## src/rtl/mem_arb_pkg.sv

```systemverilog
// Shared definitions for the IF/MEM memory port arbiter: FSM state
// encoding, grant-owner codes and the full-word byte-enable value.
package mem_arb_pkg;

   // Arbiter FSM states (2-bit encoding)
   typedef enum logic [1:0] {
      ST_IDLE = 2'b00,
      ST_GNT  = 2'b01,
      ST_RESP = 2'b10
   } state_t;

   // Current owner of the memory port
   localparam logic [1:0] OWN_NONE = 2'b00;
   localparam logic [1:0] OWN_IF   = 2'b01;
   localparam logic [1:0] OWN_D    = 2'b10;

   // Fetches always read a whole word
   localparam logic [3:0] BE_FULL  = 4'hF;

endpackage

```

## src/rtl/mem_arb_starve_ctr.sv

```systemverilog
// Starvation guard for the instruction-fetch port: counts consecutive data
// grants made while a fetch was waiting and raises force_if once the count
// reaches STARVE_MAX, so the next arbitration goes to IF.
// Only instantiated when ARB_STARVE_GUARD_EN is defined.
module mem_arb_starve_ctr #(
   parameter int STARVE_MAX = 4
) (
   input  logic clk,
   input  logic rst,
   input  logic d_grant,
   input  logic if_grant,
   input  logic if_req,
   output logic force_if
);

   localparam int CNT_W = $clog2(STARVE_MAX + 1);
   localparam logic [CNT_W-1:0] CNT_MAX = CNT_W'(STARVE_MAX);

   logic [CNT_W-1:0] cnt;

   // Count D grants that bypassed a waiting fetch; any IF grant or an
   // uncontested D grant restarts the count.
   always_ff @(posedge clk or negedge rst) begin
      if (!rst) begin
         cnt <= '0;
      end else if (if_grant) begin
         cnt <= '0;
      end else if (d_grant) begin
         if (!if_req)
            cnt <= '0;
         else if (cnt != CNT_MAX)
            cnt <= cnt + 1'b1;
      end
   end

   assign force_if = if_req && (cnt == CNT_MAX);

endmodule

```

## src/rtl/mem_port_arbiter.sv

```systemverilog
// Arbitrates one single-port memory between instruction fetch (IF) and the
// MEM stage (D). One transaction at a time: IDLE -> GNT -> RESP -> IDLE.
// D has priority over IF. Defining ARB_STARVE_GUARD_EN adds a starvation
// guard that forces an IF grant after STARVE_MAX contested D grants.
module mem_port_arbiter
   import mem_arb_pkg::*;
#(
   parameter int ADDR_W     = 32,
   parameter int DATA_W     = 32,
   parameter int STARVE_MAX = 4
) (
   input  logic              clk,
   input  logic              rst,
   // instruction fetch port
   input  logic              if_req,
   input  logic [ADDR_W-1:0] if_addr,
   output logic [DATA_W-1:0] if_rdata,
   output logic              if_ack,
   // data port
   input  logic              d_req,
   input  logic              d_we,
   input  logic [ADDR_W-1:0] d_addr,
   input  logic [DATA_W-1:0] d_wdata,
   input  logic [3:0]        d_be,
   output logic [DATA_W-1:0] d_rdata,
   output logic              d_ack,
   // memory side
   output logic              mem_req,
   output logic              mem_we,
   output logic [ADDR_W-1:0] mem_addr,
   output logic [DATA_W-1:0] mem_wdata,
   output logic [3:0]        mem_be,
   input  logic [DATA_W-1:0] mem_rdata,
   input  logic              mem_ack,
   // pipeline hazard interface
   output logic              stall_if,
   output logic              stall_mem,
   output logic [1:0]        gnt_owner
);

   state_t            state, state_nxt;
   logic              mem_req_nxt, mem_we_nxt;
   logic [ADDR_W-1:0] mem_addr_nxt;
   logic [DATA_W-1:0] mem_wdata_nxt;
   logic [3:0]        mem_be_nxt;
   logic [1:0]        gnt_owner_nxt;
   logic [DATA_W-1:0] if_rdata_nxt, d_rdata_nxt;
   logic              if_ack_nxt, d_ack_nxt;

   logic              force_if;
   logic              pick_d;
   logic              pick_if;

   // Arbitration decision used in IDLE: D first unless the guard forces IF
   assign pick_d  = d_req & ~force_if;
   assign pick_if = if_req & ~pick_d;

`ifdef ARB_STARVE_GUARD_EN
   mem_arb_starve_ctr #(
      .STARVE_MAX (STARVE_MAX)
   ) u_starve_ctr (
      .clk      (clk),
      .rst      (rst),
      .d_grant  ((state == ST_IDLE) && pick_d),
      .if_grant ((state == ST_IDLE) && pick_if),
      .if_req   (if_req),
      .force_if (force_if)
   );
`else
   // Strict D priority: IF is never forced ahead of a data request
   assign force_if = 1'b0;
`endif

   // Stall a stage for as long as its request is outstanding
   assign stall_if  = if_req & ~if_ack;
   assign stall_mem = d_req & ~d_ack;

   // Next-state and next-output logic of the arbiter FSM
   always_comb begin
      // NOTE: every variable gets a default first so no path leaves it
      // unassigned, which would otherwise infer a latch.
      state_nxt     = state;
      mem_req_nxt   = mem_req;
      mem_we_nxt    = mem_we;
      mem_addr_nxt  = mem_addr;
      mem_wdata_nxt = mem_wdata;
      mem_be_nxt    = mem_be;
      gnt_owner_nxt = gnt_owner;
      if_rdata_nxt  = if_rdata;
      d_rdata_nxt   = d_rdata;
      if_ack_nxt    = 1'b0;
      d_ack_nxt     = 1'b0;

      case (state)
         ST_IDLE: begin
            if (pick_d) begin
               mem_req_nxt   = 1'b1;
               mem_we_nxt    = d_we;
               mem_addr_nxt  = d_addr;
               mem_wdata_nxt = d_wdata;
               mem_be_nxt    = d_be;
               gnt_owner_nxt = OWN_D;
               state_nxt     = ST_GNT;
            end else if (pick_if) begin
               mem_req_nxt   = 1'b1;
               mem_we_nxt    = 1'b0;
               mem_addr_nxt  = if_addr;
               mem_wdata_nxt = '0;
               mem_be_nxt    = BE_FULL;
               gnt_owner_nxt = OWN_IF;
               state_nxt     = ST_GNT;
            end
         end

         ST_GNT: begin
            // mem_* hold their values until the memory completes
            if (mem_ack) begin
               mem_req_nxt = 1'b0;
               if (gnt_owner == OWN_IF) begin
                  if_ack_nxt   = 1'b1;
                  if_rdata_nxt = mem_rdata;
               end else begin
                  d_ack_nxt = 1'b1;
                  if (!mem_we)
                     d_rdata_nxt = mem_rdata;
               end
               state_nxt = ST_RESP;
            end
         end

         ST_RESP: begin
            // ack drops via its default; no arbitration in this cycle
            gnt_owner_nxt = OWN_NONE;
            state_nxt     = ST_IDLE;
         end

         default: begin
            state_nxt = ST_IDLE;
         end
      endcase
   end

   // State and registered outputs
   always_ff @(posedge clk or negedge rst) begin
      // NOTE: sequential state uses non-blocking assignments so every
      // register samples the pre-edge values regardless of statement order.
      if (!rst) begin
         // NOTE: the read-data holding registers are plain flops, not a
         // memory array, so they are cleared like every other output.
         state     <= ST_IDLE;
         mem_req   <= 1'b0;
         mem_we    <= 1'b0;
         mem_addr  <= '0;
         mem_wdata <= '0;
         mem_be    <= '0;
         gnt_owner <= OWN_NONE;
         if_rdata  <= '0;
         d_rdata   <= '0;
         if_ack    <= 1'b0;
         d_ack     <= 1'b0;
      end else begin
         state     <= state_nxt;
         mem_req   <= mem_req_nxt;
         mem_we    <= mem_we_nxt;
         mem_addr  <= mem_addr_nxt;
         mem_wdata <= mem_wdata_nxt;
         mem_be    <= mem_be_nxt;
         gnt_owner <= gnt_owner_nxt;
         if_rdata  <= if_rdata_nxt;
         d_rdata   <= d_rdata_nxt;
         if_ack    <= if_ack_nxt;
         d_ack     <= d_ack_nxt;
      end
   end

endmodule

```

## config.mk

```make
export PLATFORM = sky130hd
export DESIGN_NAME = mem_port_arbiter
export DESIGN_NICKNAME = d
export VERILOG_FILES = /design/src/rtl/mem_arb_pkg.sv /design/src/rtl/mem_arb_starve_ctr.sv /design/src/rtl/mem_port_arbiter.sv
export SDC_FILE = /design/constraint.sdc
export NUM_CORES = 1
export LEC_CHECK = 0
export CORE_MARGIN = 2
export CORE_UTILIZATION = 43
export CTS_CLUSTER_DIAMETER = 50
export DETAILED_ROUTE_END_ITERATION = 10
export GPL_TIMING_DRIVEN = 0
export HOLD_SLACK_MARGIN = 0.08
export MAX_ROUTING_LAYER = met4
export PLACE_DENSITY = 0.85
export SYNTH_ARGS = -nofsm -noshare
export SYNTH_HDL_FRONTEND = slang
export SYNTH_SLANG_ARGS = --single-unit
```

## constraint.sdc

```tcl
create_clock -name clk -period 3.9 [get_ports clk]
set_clock_uncertainty 0.15 [all_clocks]
set_input_delay 0.585 -clock clk [delete_from_list [all_inputs] [get_ports clk]]
set_output_delay 0.585 -clock clk [all_outputs]
set_load 0.02 [all_outputs]
```

# Word level (Yosys, flattened, before mapping)
# Cells that the tools add are included.
# W data, S select, Z words.
# word_totals
ff_bits	140
input_bits	138
word_cells	58
output_inout_bits	140
# classes
n_bitwise	8
n_eq_ne	5
n_reduce_logical	10
mux	24
# op_table
op	n
$mux W32	4
$mux W1	11
$mux W2	4
$mux W4	2
$pmux W2 S2	2
$reduce_and A2 Y1	3
$reduce_and A3 Y1	2
$reduce_bool A2 Y1	3
$not A1 Y1	5
$eq A2 B1 Y1 const B	2
$reduce_and A4 Y1	1
$and A1 B1 Y1	3
$ne A3 B3 Y1 const B	1
$eq A2 B2 Y1 const B	1
$logic_not A2 Y1	1
$ne A2 B2 Y1 const B	1
$pmux W1 S2	1

# Depth between registers and ports, before layout
# depth
ltp_word	5
ltp_mapped	5

# Worst setup path after synthesis
# Ideal clock, no wire load.
# synth_path
kind	input port to output port
start	input d_req
end	output stall_mem
t_arrival_ns	1.418
required_time_ns	3.165
path_slack_ns	1.747
stages	3
path_buffers	2
cell_sequence	buf_2 -> clkbuf_1 -> nor2b_1
# synth_between
elab_chain_cells	1
# synth_lines
element	line	rtl
start, declared	mem_port_arbiter.sv:20	input logic d_req,
$and A1 B1 Y1	mem_port_arbiter.sv:76	assign stall_mem = d_req & ~d_ack;
end, declared	mem_port_arbiter.sv:37	output logic stall_mem,
# No other way between the ends.

# Worst setup path after layout
# Ends and elaborated chain as after synthesis.

==> run metrics <==
net count reported at finish=793; number of hold buffers added after CTS=1; type of the worst setup path=input port to output pin; total global routing track utilization=0.241; DRC violation total after the first TritonRoute iteration=157; Max-Slew Margin vs Limit=0.493; peak ir drop on the vdd network=0.000509 V; average cell area after synthesis=15.6 um2; Placer Congestion=0.790; Num CTS Buffers=17; initial antenna violation count=0; run status=complete, no violations; DRC viols=0; via count=4186; total length of routed wires=15800 um; first-pass GRT wire length=25200 um; post-layout utilization of the core=0.726; crit share post-route=0.874; cell at the slowest stage of the critical path=clkdlybuf4s50_1; CP top delay family=buffers and inverters; number of failing hold endpoints at the final stage=0; vias in the first global route=4716; flops & latches, synth=140; total half-perimeter wirelength after legalization and detailed placement=11800 um; CTS max path bufs=2; number of detailed-routing iterations run before antenna repair=4; layout overhead on the synthesized area=64.8%; Synth Cell Area=5590 um2; Max stage delay on crit path=0.60 ns; Cell Count, Final, Fillers Out=839; worst path bufs/invs=4; H-Tree Level Count=4; TritonCTS clock tree=built; cell count after synthesis=357; number of placement rows=41; number of sinks driven by the clock tree=140; CP arrival=2.67 ns; critical path capture point type=output pin; Worst-path clk slew=0.06 ns; Antenna Cells=0; Max Cap Violations=0; fraction of the yosys area taken by sequential cells=0.627; number of failing setup endpoints in the final timing report=0; Placed Cells=807; root buffer selected by CTS=clkbuf_16; number of library cell types mapped by synthesis=24; floorplan die area=13900 um2; # resized after CTS=0; Total Power=8030 uW; leakage component of the power=0.00391 uW; Final Slew Violations=0; yosys synthesis warning count=0; cell chain of the critical path=clkdlybuf4s50_1 -> buf_2 -> clkbuf_1 -> nor2b_1 -> clkdlybuf4s50_1; worst min-delay path class=register to register; crit-path max FO=10; Die Width=118 um; die span in y=118 um; highest clock frequency the design can meet=293 MHz; RSZ-0062 raised after global routing=no; antenna-violating nets left=0; number of buffer cells added on primary ports=277; largest net degree at the start of global routing=96; number of vias per cell after detailed routing=4.99; Top-Level Pins=278; later-pin clock latency in the skew report=0.40 ns; Floorplan Core Area=12700 um2; Worst Path Required=3.16 ns; Wirelength per Cell=18.8 um; layout cells sized above 1=0.268; Worst setup SP type=input port; buffer count from post-CTS setup fixing=0; slew at the pin closest to its max-slew limit=0.755 ns; final critical delay including setup and external delays=3.41 ns; cell seen most often among critical-path stages=clkdlybuf4s50_1; power density normalized to cell area=873 nW/um2; Initial Utilization=0.441; most common cell after layout, fill and taps aside=clkdlybuf4s50_1; total overflow reported by the global router=0; Worst Setup Slack, final=0.492 ns; Post-Synthesis Net Count=495; final total negative setup slack=0 ns; Post-Place Worst Slack=0.497 ns; top library cells by usage in the layout, fill and taps aside=clkdlybuf4s50_1 (276), dfrtp_1 (140), mux2_2 (126)
-- where the power goes --
group / total, uW / switching, uW / internal, uW
Combinational: 3860 / 1820 / 2040
Sequential: 2580 / 400 / 2180
Clock: 1600 / 582 / 1010
Total: 8030 / 2800 / 5230
-- flip-flops by register name, summed over array words and instances (netlist names) --
register and cells:
d_ack 1, mem_req 1, mem_addr 32, mem_wdata 32, if_ack 1, mem_we 1, if_rdata 32, d_rdata 32
state 2, mem_be 4, gnt_owner 2
-- per-stage QoR --
stage	hold WS [ns]	area (um2)
detailed placement	0.328	8600
floorplan	0.139	5590
global route	0.362	9200
global placement	0.315	8570
CTS	0.341	9200
finish	0.335	9200
-- final timing paths --
kind | endpoint | slack [ns] | from | cells after the start
max | stall_mem | 0.49 | d_req | 5
min | d_rdata[25]$_DFFE_PN0P_ | 0.34 | d_rdata[25]$_DFFE_PN0P_ | 1
max reg2reg | mem_addr[3]$_DFFE_PN0P_ | 1.89 | state[0]$_DFFE_PN0P_ | 5
min reg2reg | d_rdata[25]$_DFFE_PN0P_ | 0.34 | d_rdata[25]$_DFFE_PN0P_ | 1
max in group asynchronous | mem_addr[22]$_DFFE_PN0P_ | 2.27 | rst | 3
min in group asynchronous | d_rdata[6]$_DFFE_PN0P_ | 0.53 | rst | 2
-- synth_stat cells --
master / n / share of area
dfrtp_1: 140 / 0.63
buf_6: 4 / 0.0081
nor2_1: 3 / 0.0020
a22oi_1: 1 / 0.0013
a21oi_1: 6 / 0.0054
nor2b_1: 3 / 0.0034
nor3b_2: 1 / 0.0022
nor3_2: 1 / 0.0018
nand2_1: 3 / 0.0020
buf_4: 3 / 0.0040
nor4b_1: 3 / 0.0047
mux2_2: 126 / 0.25
o31ai_1: 1 / 0.0013
inv_1: 7 / 0.0047
o21ai_0: 1 / 0.00090
or2_2: 1 / 0.0011
o21ai_1: 1 / 0.00090
a22o_1: 33 / 0.052
clkbuf_1: 4 / 0.0027
buf_1: 2 / 0.0013
buf_2: 9 / 0.0081
mux2_1: 2 / 0.0040
nand3b_4: 1 / 0.0036
nor3b_4: 1 / 0.0034
-- cell families after synthesis --
family / count (synthesis) / synth area share
buf+inv: 29 / 0.0289
compound gates: 43 / 0.0616
flops: 140 / 0.627
simple gates: 17 / 0.0242
mux: 128 / 0.258
-- cell type report --
type / count / area, um2
Timing Repair Buffer: 279 / 2810
Clock buffer: 19 / 443
Fill cell: 868 / 3470
Clock inverter: 12 / 148
Sequential cell: 140 / 3500
Tap cell: 172 / 215
Inverter: 7 / 26.3
Buffer: 22 / 135
Multi-Input combinational cell: 188 / 1920
-- layer usage --
metal	vias up	routed length, um	global-route usage
met5	-	0	-
met4	0	336	0.0926
met3	30	1400	0.0950
met2	197	8340	0.419
met1	2072	5690	0.245
li1	1887	-	-
(Power assumes the default switching activity.)
